`config.mk`:
```
export PLATFORM = sky130hd
export DESIGN_NAME = kbd_scan_ctrl
export DESIGN_NICKNAME = d
export VERILOG_FILES = /design/src/rtl/kbd_pkg.sv /design/src/rtl/kbd_event_fifo.sv /design/src/rtl/kbd_scan_ctrl.sv
export SDC_FILE = /design/constraint.sdc
export NUM_CORES = 1
export LEC_CHECK = 0
export BUFFER_PORTS_ARGS = -buffer_cell sky130_fd_sc_hd__buf_4
export CORE_MARGIN = 5
export CORE_UTILIZATION = 59
export CTS_CLUSTER_SIZE = 14
export DETAILED_ROUTE_END_ITERATION = 8
export PLACE_DENSITY = 0.79
export SYNTH_ARGS = -nofsm -noshare
export SYNTH_HDL_FRONTEND = slang
export SYNTH_SLANG_ARGS = --single-unit
```
`constraint.sdc`:
```
create_clock -name clk -period 3.89 [get_ports clk]
set_input_delay 0.1945 -clock clk [delete_from_list [all_inputs] [get_ports clk]]
set_output_delay 0.1945 -clock clk [all_outputs]
set_load 0.1 [all_outputs]
```
`src/rtl/kbd_pkg.sv`:
```
// rtl/kbd_pkg.sv - scan-code constants, event layout and decode helpers
package kbd_pkg;

    localparam logic [7:0] SC_EXT   = 8'hE0;
    localparam logic [7:0] SC_BRK   = 8'hF0;
    localparam logic [7:0] SC_PAUSE = 8'hE1;
    localparam logic [7:0] SC_ERR0  = 8'h00;
    localparam logic [7:0] SC_ERR1  = 8'hFF;

    localparam int EVT_W         = 16;
    localparam int EVT_CODE_LSB  = 0;
    localparam int EVT_CODE_W    = 8;
    localparam int EVT_EXT_BIT   = 8;
    localparam int EVT_BRK_BIT   = 9;
    localparam int EVT_PAUSE_BIT = 10;

    typedef struct packed {
        logic [4:0] rsvd;
        logic       pause;
        logic       brk;
        logic       ext;
        logic [7:0] code;
    } kbd_evt_t;

    typedef enum logic [2:0] {
        DEC_SKIP,
        DEC_PAUSE,
        DEC_EXT,
        DEC_BRK,
        DEC_ERR,
        DEC_KEY
    } kbd_dec_e;

    // An active pause skip swallows every byte, including prefixes and error bytes
    function automatic kbd_dec_e classify(input logic skipping, input logic [7:0] b);
        if (skipping)                         return DEC_SKIP;
        else if (b == SC_PAUSE)               return DEC_PAUSE;
        else if (b == SC_EXT)                 return DEC_EXT;
        else if (b == SC_BRK)                 return DEC_BRK;
        else if (b == SC_ERR0 || b == SC_ERR1) return DEC_ERR;
        else                                  return DEC_KEY;
    endfunction

    function automatic kbd_evt_t make_evt(input logic pause, input logic brk,
                                          input logic ext, input logic [7:0] code);
        kbd_evt_t e;
        e.rsvd  = '0;
        e.pause = pause;
        e.brk   = brk;
        e.ext   = ext;
        e.code  = code;
        return e;
    endfunction

endpackage

```
`src/rtl/kbd_event_fifo.sv`:
```
// rtl/kbd_event_fifo.sv - event queue drained by the bus side
module kbd_event_fifo #(
    parameter int DEPTH = 8,
    parameter int W     = 16
) (
    input  logic                     clk,
    input  logic                     rst,
    input  logic                     push_i,
    input  logic [W-1:0]             push_data_i,
    input  logic                     pop_i,
    input  logic                     flush_i,
    output logic                     full_o,
    output logic                     empty_o,
    output logic [$clog2(DEPTH):0]   count_o,
    output logic [W-1:0]             head_o
);
    localparam int AW = $clog2(DEPTH);

    logic [W-1:0]  mem_q [DEPTH];
    logic [AW-1:0] wptr_q, wptr_d;
    logic [AW-1:0] rptr_q, rptr_d;
    logic [AW:0]   count_q, count_d;
    logic          do_push, do_pop;

    assign full_o  = (count_q == (AW+1)'(DEPTH));
    assign empty_o = (count_q == '0);
    assign count_o = count_q;
    assign head_o  = mem_q[rptr_q];

    assign do_push = push_i & ~full_o & ~flush_i;
    assign do_pop  = pop_i & ~empty_o & ~flush_i;

    // Next pointers and occupancy; flush overrides any push or pop
    always_comb begin
        wptr_d  = wptr_q;
        rptr_d  = rptr_q;
        count_d = count_q;
        if (flush_i) begin
            wptr_d  = '0;
            rptr_d  = '0;
            count_d = '0;
        end else begin
            if (do_push) wptr_d = wptr_q + 1'b1;
            if (do_pop)  rptr_d = rptr_q + 1'b1;
            case ({do_push, do_pop})
                2'b10:   count_d = count_q + 1'b1;
                2'b01:   count_d = count_q - 1'b1;
                default: count_d = count_q;
            endcase
        end
    end

    // Pointer and occupancy registers
    always_ff @(posedge clk or posedge rst) begin
        if (rst) begin
            wptr_q  <= '0;
            rptr_q  <= '0;
            count_q <= '0;
        end else begin
            wptr_q  <= wptr_d;
            rptr_q  <= rptr_d;
            count_q <= count_d;
        end
    end

    // Storage needs no reset; the pointers decide what is visible
    always_ff @(posedge clk) begin
        if (do_push) mem_q[wptr_q] <= push_data_i;
    end

endmodule

```
`src/rtl/kbd_scan_ctrl.sv`:
```
// rtl/kbd_scan_ctrl.sv - folds PS/2 prefix bytes into key events
module kbd_scan_ctrl
    import kbd_pkg::*;
#(
    parameter int DEPTH     = 8,
    parameter int PAUSE_LEN = 7
) (
    input  logic                     clk,
    input  logic                     rst,
    input  logic                     rx_ready,
    input  logic [7:0]               rx_data,
    output logic                     rx_pop,
    output logic                     evt_valid,
    output logic [15:0]              evt_data,
    input  logic                     evt_pop,
    output logic [$clog2(DEPTH):0]   evt_count,
    input  logic                     flush,
    output logic                     err,
    input  logic                     err_clr
);
    localparam int SKIP_W = $clog2(PAUSE_LEN + 1);

    logic              ext_q, ext_d;
    logic              brk_q, brk_d;
    logic              err_q, err_d;
    logic              cool_q, cool_d;
    logic [SKIP_W-1:0] skip_q, skip_d;
    logic              accept, push, full, empty;
    kbd_evt_t          push_evt;
    kbd_dec_e          dec;

    // Cooldown gives the receiver a cycle to advance its read pointer and ready flag
    assign accept = rx_ready & ~cool_q & ~full & ~flush & ~rst;
    assign rx_pop = accept;
    assign dec    = classify(skip_q != '0, rx_data);
    assign err    = err_q;

    // Decode of the accepted byte into prefix updates and an optional event push
    always_comb begin
        ext_d    = ext_q;
        brk_d    = brk_q;
        skip_d   = skip_q;
        err_d    = err_q & ~err_clr;
        cool_d   = accept;
        push     = 1'b0;
        push_evt = make_evt(1'b0, 1'b0, 1'b0, 8'h00);
        if (flush) begin
            ext_d  = 1'b0;
            brk_d  = 1'b0;
            skip_d = '0;
            cool_d = 1'b0;
        end else if (accept) begin
            case (dec)
                DEC_SKIP: begin
                    skip_d = skip_q - 1'b1;
                    if (skip_q == SKIP_W'(1)) begin
                        push     = 1'b1;
                        push_evt = make_evt(1'b1, 1'b0, 1'b0, SC_PAUSE);
                    end
                end
                DEC_PAUSE: begin
                    skip_d = SKIP_W'(PAUSE_LEN);
                    ext_d  = 1'b0;
                    brk_d  = 1'b0;
                end
                DEC_EXT: ext_d = 1'b1;
                DEC_BRK: brk_d = 1'b1;
                DEC_ERR: begin
                    err_d = 1'b1;
                    ext_d = 1'b0;
                    brk_d = 1'b0;
                end
                default: begin
                    push     = 1'b1;
                    push_evt = make_evt(1'b0, brk_q, ext_q, rx_data);
                    ext_d    = 1'b0;
                    brk_d    = 1'b0;
                end
            endcase
        end
    end

    // Prefix, skip, cooldown and error state
    always_ff @(posedge clk or posedge rst) begin
        if (rst) begin
            ext_q  <= 1'b0;
            brk_q  <= 1'b0;
            err_q  <= 1'b0;
            cool_q <= 1'b0;
            skip_q <= '0;
        end else begin
            ext_q  <= ext_d;
            brk_q  <= brk_d;
            err_q  <= err_d;
            cool_q <= cool_d;
            skip_q <= skip_d;
        end
    end

    kbd_event_fifo #(.DEPTH(DEPTH), .W(EVT_W)) u_fifo (
        .clk         (clk),
        .rst         (rst),
        .push_i      (push),
        .push_data_i (push_evt),
        .pop_i       (evt_pop),
        .flush_i     (flush),
        .full_o      (full),
        .empty_o     (empty),
        .count_o     (evt_count),
        .head_o      (evt_data)
    );

    assign evt_valid = ~empty;

endmodule

```
Word level (Yosys, flattened, before mapping)
Memories as Yosys holds them, arrays and structs flattened. Cells that the tools add are included. W data, S select, Z words.

Register bits after elaboration: 17. Memory bits (writable): 88. Input bits: 14. Output and inout port bits: 23. Memories kept: 1.

Add/sub/neg operators: 5. Eq/ne operators: 14. Muxes and demuxes: 34. Bitwise operators: 15. Reduce and logical (&&, ||, !) cells: 16.

Memory list: u_fifo.mem_q (words 8, width 11, rd ports 1, clocked after Yosys merged registers in 0, wr ports 1, RTL line kbd_event_fifo.sv:19) `logic [W-1:0] mem_q [DEPTH];`.

Operators by type and width (number): $mux W11 (3); $eq A8 B8 Y1 const B (4); $mux W3 (10); $pmux W11 S2 (1); $mux W1 (14); $and A1 B1 Y1 (9); $reduce_bool A3 Y1 (3); $logic_not A8 Y1 (1); $pmux W4 S2 (1); $add A3 B1 Y3 const B (2); $eq A3 B1 Y1 const B (2); $eq A3 B2 Y1 const B (2); $not A1 Y1 (6); $pmux W1 S2 (3); $pmux W3 S2 (1); $reduce_and A2 Y1 (3); $reduce_bool A2 Y1 (3); $add A4 B1 Y4 const B (1); $eq A4 B4 Y1 const B (1); $logic_not A4 Y1 (1); $mux W4 (1); $ne A2 B1 Y1 const B (2); $reduce_or A2 Y1 (2); $reduce_or A4 Y1 (1); other kinds (7) (7).

Longest topological paths before layout
Gate-level depths: netlist (run 1).

Depth after elaboration: 17. Mapped depth: 14. Mapped depth without buffers: 13.

Hierarchy
A second synthesis (run 1) with hierarchy kept.

Cells, all modules: 332. Area total of the unflattened synthesis: 6132.1 um^2.

By module, submodules not included: kbd_event_fifo (instances 1, cells an instance 264, area an instance 5520.3 um^2, sequential area each 4093.9 um^2); kbd_scan_ctrl (instances 1, cells an instance 68, area an instance 611.8 um^2, sequential area each 175.2 um^2).

Worst setup path before layout (run 1)
Ideal clock, no wire load.

Path kind: register to register. From: register u_fifo.count_q[1] (netlist: u_fifo.count_o[1]). To: memory u_fifo.mem_q[1][0] (netlist name) (enable). Arrival: 3.808 ns. Path slack: -0.331 ns. Cell stages (with the launch flop): 6. Buffers on the path: 0. Cells stage by stage: dfrtp_1 -> nor3_1 -> a21oi_4 -> and4bb_4 -> nor2_1 -> nor4b_1.

Cells in the longest elaborated chain, start to end: 11.

RTL lines: start: declaration (RTL line kbd_event_fifo.sv:22) `logic [AW:0] count_q, count_d;`; start signal: assignment (RTL line kbd_event_fifo.sv:62) `count_q <= count_d;`; $eq A4 B4 Y1 (RTL line kbd_event_fifo.sv:25) `assign full_o = (count_q == (AW+1)'(DEPTH));`; $not A1 Y1 (RTL line kbd_scan_ctrl.sv:33) `assign accept = rx_ready & ~cool_q & ~full & ~flush & ~rst;`; $and A1 B1 Y1 (3 in a row) (RTL line kbd_scan_ctrl.sv:33); named net rx_pop (RTL line kbd_scan_ctrl.sv:12) `output logic rx_pop,`; $mux W1 (RTL line kbd_scan_ctrl.sv:52) `end else if (accept) begin`; $mux W1 (RTL line kbd_scan_ctrl.sv:47) `if (flush) begin`; $and A1 B1 Y1 (2 in a row) (RTL line kbd_event_fifo.sv:30) `assign do_push = push_i & ~full_o & ~flush_i;`; $mux W1 (RTL line kbd_event_fifo.sv:68) `if (do_push) mem_q[wptr_q] <= push_data_i;`; $mux W1 (implied by the code) (RTL line kbd_event_fifo.sv:68); end: declaration (RTL line kbd_event_fifo.sv:19).

The timed path passes the listed nets, and every way through them passes these cells.

Final worst setup path (run 1)
From: register u_fifo.count_q[1] (netlist: u_fifo.count_o[1]). To: register u_fifo.count_q[3] (netlist: u_fifo.count_o[3]).

Cells in the longest elaborated chain, start to end: 12. Elaborated cells on any way between the ends: 20.

RTL lines: $eq A4 B4 Y1 (RTL line kbd_event_fifo.sv:25); $not A1 Y1 (RTL line kbd_event_fifo.sv:30, kbd_scan_ctrl.sv:33); $and A1 B1 Y1 (3 in a row) (RTL line kbd_scan_ctrl.sv:33); $mux W1 (RTL line kbd_scan_ctrl.sv:52); $mux W1 (RTL line kbd_scan_ctrl.sv:47); $and A1 B1 Y1 (2 in a row) (RTL line kbd_event_fifo.sv:30); $eq A2 B1 Y1 or $eq A2 B2 Y1 (tied branches) (RTL line kbd_event_fifo.sv:45) `case ({do_push, do_pop})`; $pmux W4 S2 (RTL line kbd_event_fifo.sv:45); $mux W4 (RTL line kbd_event_fifo.sv:38) `if (flush_i) begin`.

Parallel ways exist; a longest one is shown, timed or not. A chain may end at the register's enable or synchronous reset.

==> results_dict.tcl, run 1 <==
set metrics [dict create \
    clk_latency_ps 350 \
    ant_nets 0 \
    ys_ff_latch 105 \
    wire_per_inst_um 20.03 \
    antenna_cells 0 \
    relSlewSlack_pct 29.84 \
    clkTransAtPathRegs_ps 90 \
    wl_met1_mm 3.736 \
    fillers 529 \
    top_layer_used "met4" \
    fin_crit_sh_pct 82.79 \
    finalSetupTns_ps 0 \
    drt_iter0_markers 121 \
    initial_core_util_pct 60.04 \
    place_congestion 0.8837 \
    finClkSkew_ps 8.635 \
    clock_path_buffers 2 \
    pin_count 37 \
    min_from "flush" \
    routed-wl-met2_mm 4.417 \
    vias_per_cell 5.825 \
    crit_fanout 11 \
    antenna_found_initial 0 \
    hold_path_class "in -> reg" \
    nets 345 \
    final_layout_size_suffix_gt1_share_pct 35.78 \
    critical_path_class "reg -> reg" \
    rr_worst_depth 11 \
    ys_types 49 \
    clock_sink_count 105 \
    grt_pass1_vias 2626 \
    hpwl_mm 5.871 \
    power_leakage_uw 0.001898 \
    hold_depth 2 \
    seq_area_frac_synth_pct 66.47 \
    die_y_um 98.45 \
    required_ps 4130 \
    synth_top_area_share_pct 57.25 \
    num_rows 32 \
    critPathLaunchType "flop" \
    p_per_area_nw_per_um2 596.0 \
    rsz0062_at_grt "no" \
    whs_ps 102.8 \
    syn_area_um2 4616 \
    numCtsBuffers 9 \
    grt_max_degree 25 \
    regToRegEndpoint "u_fifo.count_o[3]" \
    irDropWorstVdd_mv 0.9280 \
    finalSetupViolCount 0 \
    status "finished clean" \
    cts_tree "built" \
    placement.io_buffers 31 \
    r2r_start "u_fifo.count_o[1]" \
    grt_use_total_pct 19.16 \
    synth_edf_count 88 \
    crit_path_end_kind "flop" \
    cts.repair.resized 0 \
    period_needed_ps 3220 \
    syn_inst 277 \
    die_w_um 98.45 \
    design.core.area_um2 7687 \
    syn_to_final_growth_pct 14.39 \
    gr-total-overflow 0 \
    post-route-drc-count 0 \
    yosysTopAreaCell "edfxtp_1" \
    maxSlewViolCount 0 \
    vias 2499 \
    yosys_warnings 0 \
    worst_pin_slew_ps 1052 \
    fmax_mhz 310.5 \
    r2r_slack_ps 670 \
    syn_area_per_cell_um2 16.66 \
    synthArstFlopShare_pct 16.19 \
    first_pass_iters 4 \
    htreeDepth 3 \
    arrival_ps 3460 \
    grt_pass1_wl_mm 14.01 \
    drv_cap 0 \
    dieArea_um2 9692 \
    min_to "u_fifo.rptr_q[0]" \
    yosys-top-cells-area "edfxtp_1 (57%), mux4_2 (11%), dfrtp_1 (9.2%)" \
    clockRootBuffer "clkbuf_8" \
    final-hold-violation-count 0 \
    synth_ff_type "edfxtp_1" \
    wl_met3_um 377 \
    wl_mm 8.594 \
]
layout make-up:
type	count	area [µm²]	area share, %
flip-flops and latches	105	3070	58.15
inverters	11	41.29	0.7820
multi-input cells	149	1469	27.82
clock inverters	6	90.09	1.706
clock buffers	9	123.9	2.346
repair buffers	47	357.8	6.777
well taps	102	127.6	2.417
worst max-delay path by stage:
| stage | start | to |
|---|---|---|
| floorplan | u_fifo.count_o[2] | u_fifo.mem_q[0][0] |
| global placement | rx_data[3] | u_fifo.count_o[3] |
| detailed placement | rx_data[3] | u_fifo.count_o[3] |
| CTS | u_fifo.count_o[1] | u_fifo.count_o[3] |
| global route | skip_q[0] | u_fifo.count_o[3] |
| finish | u_fifo.count_o[1] | u_fifo.count_o[3] |
where the power goes:
| group | internal (µW) | switching [µW] |
|---|---|---|
| combinational | 362 | 769 |
| sequential | 1250 | 48.9 |
| clock | 364 | 353 |
timing repair:
item | 4_1_cts | 5_1_grt
buffers inserted | 0 | 0
endpoints found under the hold margin | 17 | 1
hold buffers | 1 | 1
routing by layer:
layer | track usage, % | up-vias
met2 | 32.24 | 65
met4 | 3.782 | 0
met5 | 0 | -
li1 | - | 1156
met3 | 4.105 | 7
met1 | 26.29 | 1271
Yosys cell counts, drive strengths merged (2+ instances only):
master,instances
a21oi,12
and2,6
buf,9
clkbuf,7
dfrtp,17
edfxtp,88
ha,7
inv,10
mux2,14
mux2i,3
mux4,22
nand2,18
nand2b,2
nand3,3
nor2,11
nor2b,2
nor3,9
nor3b,2
nor4,2
nor4b,2
o21ai,3
o22ai,3
or3,2
xnor2,3
xor2,2
layout by cell type, fill, tap and decap left out, types with 2 or more instances in the layout:
master	Yosys	layout
nand2b_1	2	2
edfxtp_1	88	88
buf_4	5	45
clkinv_2	0	2
xor2_1	2	2
nor4b_2	0	2
and2_1	2	2
dlygate4sd3_1	0	2
mux2_2	13	13
or3_1	2	2
bufinv_16	0	2
ha_1	7	7
and2_2	4	4
o21ai_0	3	3
nand3_1	3	3
conb_1	1	5
nor2b_1	2	2
mux4_2	22	22
nand2_1	18	18
a21oi_1	11	11
o22ai_1	3	3
dfrtp_2	0	2
nor3b_2	0	2
inv_1	10	10
nor3_1	9	8
mux2i_1	3	3
dfrtp_1	17	15
nor2_1	11	11
clkbuf_8	0	9
xnor2_1	2	2
flip-flops by register name, indices dropped and copies added, names as in the netlist:
signal	count
u_fifo.wptr_q	3
u_fifo.count_o	4
u_fifo.rptr_q	3
u_fifo.mem_q	88
err	1
ext_q	1
brk_q	1
skip_q	3
cool_q	1
logic make-up (layout without fill, tap and decap cells):
| logic type | after synthesis | after routing | synth area share, % |
|---|---|---|---|
| AND/OR/NAND/NOR | 65 | 65 | 7.698 |
| flip-flops | 105 | 105 | 66.47 |
| adder cells (fa/ha/maj) | 8 | 8 | 2.331 |
| AO/OA/AOI/OAI | 27 | 27 | 4.419 |
| other | 1 | 5 | 0.08124 |
| multiplexers | 39 | 39 | 14.88 |
| buffers and inverters | 27 | 73 | 2.765 |
| XOR/XNOR | 5 | 5 | 1.356 |
worst max-delay path, cell delays in order, from the launching register on:
cell and delay [ps]:
dfrtp_2 460, nor3_2 380, a21oi_4 160, and4bb_4 270, or2_1 240, nor3_1 370
ha_1 310, a21o_1 170, a21oi_1 210, nor2_1 80, a22oi_2 130, mux2_2 340
per-stage QoR:
step           area, µm²  utilization [%]  total power (µW)  std cells  setup WS (ps)
2_1_floorplan       4661                -              2269        281          1.818
3_3_place_gp        5046            65.64              2457        412          631.3
3_5_place_dp        5046            65.64              2467        412          549.5
4_1_cts             5270            68.55              3173        428          655.1
5_1_grt             5280            68.68              3291        429          347.9
6_report            5280            68.68              3147        429          669.5
Note: power is estimated with default switching activity, not from simulation.
==> run 2: changes to the inputs <==
clock period = 3.31 ns   (was 3.89 ns; I/O delays follow)
==> results_dict.tcl, run 2 (synthesized netlist as in run 1, its figures left out) <==
set metrics [dict create \
    status "finished clean" \
    finClkSkew_ps 10.13 \
    final_cell_count_no_fill 435 \
    clockRootBuffer "clkbuf_8" \
    cp_slowest_cell "or4b_4" \
    num_rows 32 \
    vias_per_cell 5.844 \
    drt_iter0_markers 163 \
    period_needed_ps 3129 \
    dieArea_um2 9692 \
    cpLargestDelayFamily "simple AND/OR/NAND/NOR gates" \
    htreeDepth 3 \
    nets 350 \
    whs_ps 108.4 \
    final_common_cell "edfxtp_1" \
    grt_pass1_wl_mm 14.21 \
    cp_num_buf_inv 2 \
    final-hold-violation-count 0 \
    dp.cells 417 \
    grt_use_total_pct 19.68 \
    critPathLaunchType "input pin" \
    irDropWorstVdd_mv 0.9715 \
    largest_register "u_fifo.mem_q" \
    syn_to_final_growth_pct 15.23 \
    maxSlewViolCount 0 \
    arrival_ps 3390 \
    post-route-drc-count 0 \
    power_leakage_uw 0.001914 \
    cts.repair.resized 0 \
    ant_nets 0 \
    hpwl_mm 6.249 \
    crit_fanout 11 \
    crit_path_end_kind "flop" \
    grt_pass1_vias 2637 \
    clkTransAtPathRegs_ps 100 \
    final_layout_size_suffix_gt1_share_pct 38.14 \
    grt_max_degree 25 \
    antenna_found_initial 0 \
    finalSetupViolCount 0 \
    cts_tree "built" \
    crit_chain "dlygate4sd3_1 > buf_4 > or4b_4 > a21oi_4 > and4bb_4 > or2_1 > nor3_2 > ha_1 > a21o_1 > a21oi_2 > nor2_1 > a22oi_2 > mux2_4" \
    die_y_um 98.45 \
    clock_sink_count 105 \
    relSlewSlack_pct 43.43 \
    first_pass_iters 4 \
    pin_count 37 \
    place_congestion 0.7892 \
    initial_core_util_pct 60.04 \
    drv_cap 0 \
    wire_per_inst_um 20.35 \
    clock_path_buffers 2 \
    final_cell_mix "edfxtp_1 (88), buf_4 (50), mux4_2 (22)" \
    vias 2542 \
    die_w_um 98.45 \
    fmax_mhz 319.6 \
    wl_mm 8.854 \
    critical_path_class "in -> reg" \
    largest_register_ff_count 88 \
    rsz0062_at_grt "no" \
    antenna_cells 0 \
    fin_crit_sh_pct 94.53 \
    worst_pin_slew_ps 842.1 \
    design.core.area_um2 7687 \
    p_per_area_nw_per_um2 683.6 \
    numCtsBuffers 9 \
    placement.io_buffers 31 \
    slowest_delay_ps 570 \
    hold_path_class "in -> reg" \
    clk_latency_ps 370 \
    required_ps 3570 \
    gr-total-overflow 0 \
]
run 2: repair_timing:
item,in CTS,in global routing
hold endpoints to repair,18,0
setup buffers,0,0
endpoints found under the setup margin,0,0
hold buffers,2,0
run 2: routing by layer:
| layer | up-vias | track usage [%] | share of wire, % |
|---|---|---|---|
| li1 | 1165 | - | - |
| met1 | 1301 | 25.43 | 40 |
| met2 | 64 | 33.80 | 54 |
| met3 | 12 | 4.529 | 5.0 |
| met4 | 0 | 5.357 | 1.4 |
| met5 | - | 0 | 0 |
run 2: layout make-up:
type                            count  area, µm²
Clock inverter                      6      56.30
Multi-Input combinational cell    149       1493
Clock buffer                       10      127.6
Fill cell                         525       2369
Timing Repair Buffer               52      395.4
Sequential cell                   105       3078
Tap cell                          102      127.6
Inverter                           11      41.29
run 2: final timing paths:
| kind | to | slack (ps) | from | cells past startpoint |
|---|---|---|---|---|
| hold reg to reg | skip_q[1] | 530 | skip_q[1] | 2 |
| max in group asynchronous | u_fifo.count_o[0] | 2360 | rst | 3 |
| setup reg to reg | u_fifo.count_o[3] | 310 | u_fifo.count_o[1] | 11 |
| hold / removal | cool_q | 110 | flush | 3 |
| min in group asynchronous | cool_q | 470 | rst | 3 |
| setup / recovery | u_fifo.count_o[3] | 180 | rst | 13 |
run 2: per-stage QoR:
stage	TNS, ps	area [µm²]	setup WS [ps]	utilization, %	total power (µW)
after global placement	0	5115	254.3	66.54	2927
after global routing	0	5319	62.78	69.19	3795
after detailed placement	0	5115	192.8	66.54	2945
final	0	5319	181.0	69.19	3636
after CTS	0	5319	201.4	69.19	3671
after floorplan	-145.8	4698	-145.8	-	2693
run 2: power by group:
group	internal, µW	switching (µW)	leakage, µW	total (µW)
registers	1480	55.4	0.00103	1530
clock network	291	441	0.0000913	732
logic	441	932	0.000795	1370
total	2210	1430	0.00191	3640
run 2: tightest hold or removal path, delay by kind of cell:
family / cells / cell delay [ps]
simple gates: 1 / 140
compound gates: 1 / 40
buf+inv: 1 / 90
==> run 3: changes to the inputs <==
CORE_UTILIZATION = 62   (was 59)
CTS_BUF_LIST = sky130_fd_sc_hd__clkbuf_2   (was not set)
PLACE_DENSITY = 0.82   (was 0.79)
==> results_dict.tcl, run 3 (synthesized netlist as in run 1, its figures left out) <==
set metrics [dict create \
    final_cell_mix "edfxtp_1 (88), buf_4 (46), mux4_2 (22)" \
    place_ws_ps 129.8 \
    clock_sink_count 105 \
    routed-wl-met2_mm 4.490 \
    rsz0062_at_grt "no" \
    maxSlewViolCount 0 \
    final_cell_count_no_fill 435 \
    finalSetupTns_ps 0 \
    placement.io_buffers 31 \
    required_ps 3790 \
    cts_tree "built" \
    finalSetupViolCount 0 \
    grt_pass1_wl_mm 13.81 \
    relSlewSlack_pct 44.39 \
    clk_latency_ps 550 \
    wl_met3_um 357 \
    die_w_um 96.28 \
    final_common_cell "edfxtp_1" \
    post-route-drc-count 0 \
    finClkSkew_ps 14.59 \
    initial_core_util_pct 63.64 \
    crit_fanout 7 \
    arrival_ps 3620 \
    clockRootBuffer "clkbuf_2" \
    largest_register "u_fifo.mem_q" \
    die_y_um 96.28 \
    grt_max_degree 25 \
    status "finished clean" \
    irDropWorstVdd_mv 0.7272 \
    fmax_mhz 318.4 \
    antenna_found_initial 0 \
    antenna_cells 0 \
    crit_path_end_kind "flop" \
    dieArea_um2 9270 \
    worst_pin_slew_ps 834.2 \
    vias 2526 \
    hpwl_mm 5.735 \
    grt_pass1_vias 2620 \
    syn_to_final_growth_pct 14.56 \
    design.core.area_um2 7253 \
    drt_iter0_markers 128 \
    wl_mm 8.593 \
    final-hold-violation-count 0 \
    pin_count 37 \
    htreeDepth 3 \
    critPathLaunchType "input pin" \
    cts_setup_buffers 0 \
    hold_path_class "in -> reg" \
    power_leakage_uw 0.001894 \
    first_pass_iters 5 \
    drv_cap 0 \
    wire_per_inst_um 19.75 \
    wl_met1_mm 3.639 \
    num_rows 31 \
    clock_path_buffers 2 \
    p_per_area_nw_per_um2 648.2 \
    largest_register_ff_count 88 \
    final_layout_size_suffix_gt1_share_pct 36.61 \
    critical_path_class "in -> reg" \
    fin_crit_sh_pct 94.88 \
    nets 354 \
    clkTransAtPathRegs_ps 260 \
    numCtsBuffers 9 \
    gr-total-overflow 0 \
    place_congestion 0.8753 \
    worst_slack_ps 169.6 \
    period_needed_ps 3140 \
    grt_use_total_pct 20.87 \
    top_layer_used "met4" \
    ant_nets 0 \
    vias_per_cell 5.807 \
    dp.cells 410 \
]
-- run 3: timing repair --
item,in CTS,in global routing
setup endpoints to repair,0,1
endpoints found under the hold margin,35,10
gates resized for setup,0,1
hold buffers,8,2
-- run 3: per-stage QoR --
step / hold WS, ps / power [µW] / utilization (%) / area [µm²]
after floorplan: 91.47 / 2693 / - / 4698
after global placement: 312.4 / 2907 / 70.05 / 5081
after detailed placement: 330.9 / 2928 / 70.05 / 5081
after CTS: 5.636 / 3454 / 72.52 / 5260
after global routing: 18.99 / 3589 / 72.90 / 5288
final: 91.15 / 3427 / 72.90 / 5288
-- run 3: worst paths after layout --
check,end,slack (ps),start,cells after the start
max in group asynchronous,u_fifo.count_o[0],2530,rst,3
min in group asynchronous,ext_q,270,rst,3
min reg2reg,brk_q,540,brk_q,2
max,u_fifo.count_o[3],170,rx_data[3],13
min,ext_q,90,rx_data[6],5
max reg2reg,u_fifo.count_o[3],210,skip_q[0],13
-- run 3: layout make-up --
class,instances,area [µm²]
Sequential cell,105,3078
Fill cell,476,1966
Multi-Input combinational cell,149,1500
Timing Repair Buffer,56,445.4
Tap cell,99,123.9
Clock inverter,6,53.80
Clock buffer,9,45.04
Inverter,11,41.29
-- run 3: report_power, final --
part	leakage, µW	switching [µW]	internal, µW
clock	0.0000540	417	106
combinational	0.000813	929	444
sequential	0.00103	54.0	1480
-- run 3: critical path, cell delays in order --
cell	delay (ps)
dlygate4sd3_1	540
buf_4	150
or4_4	540
o22a_1	220
o221a_4	290
or2_1	270
nor3_2	260
ha_1	280
a21o_1	190
a21oi_2	160
nor2_1	70
a22oi_2	160
mux2_4	310
-- run 3: metal layers --
metal / up-vias / global-route usage [%]
li1: 1172 / -
met1: 1271 / 28.17
met2: 74 / 34.73
met3: 9 / 3.831
met4: 0 / 6.398
met5: - / 0
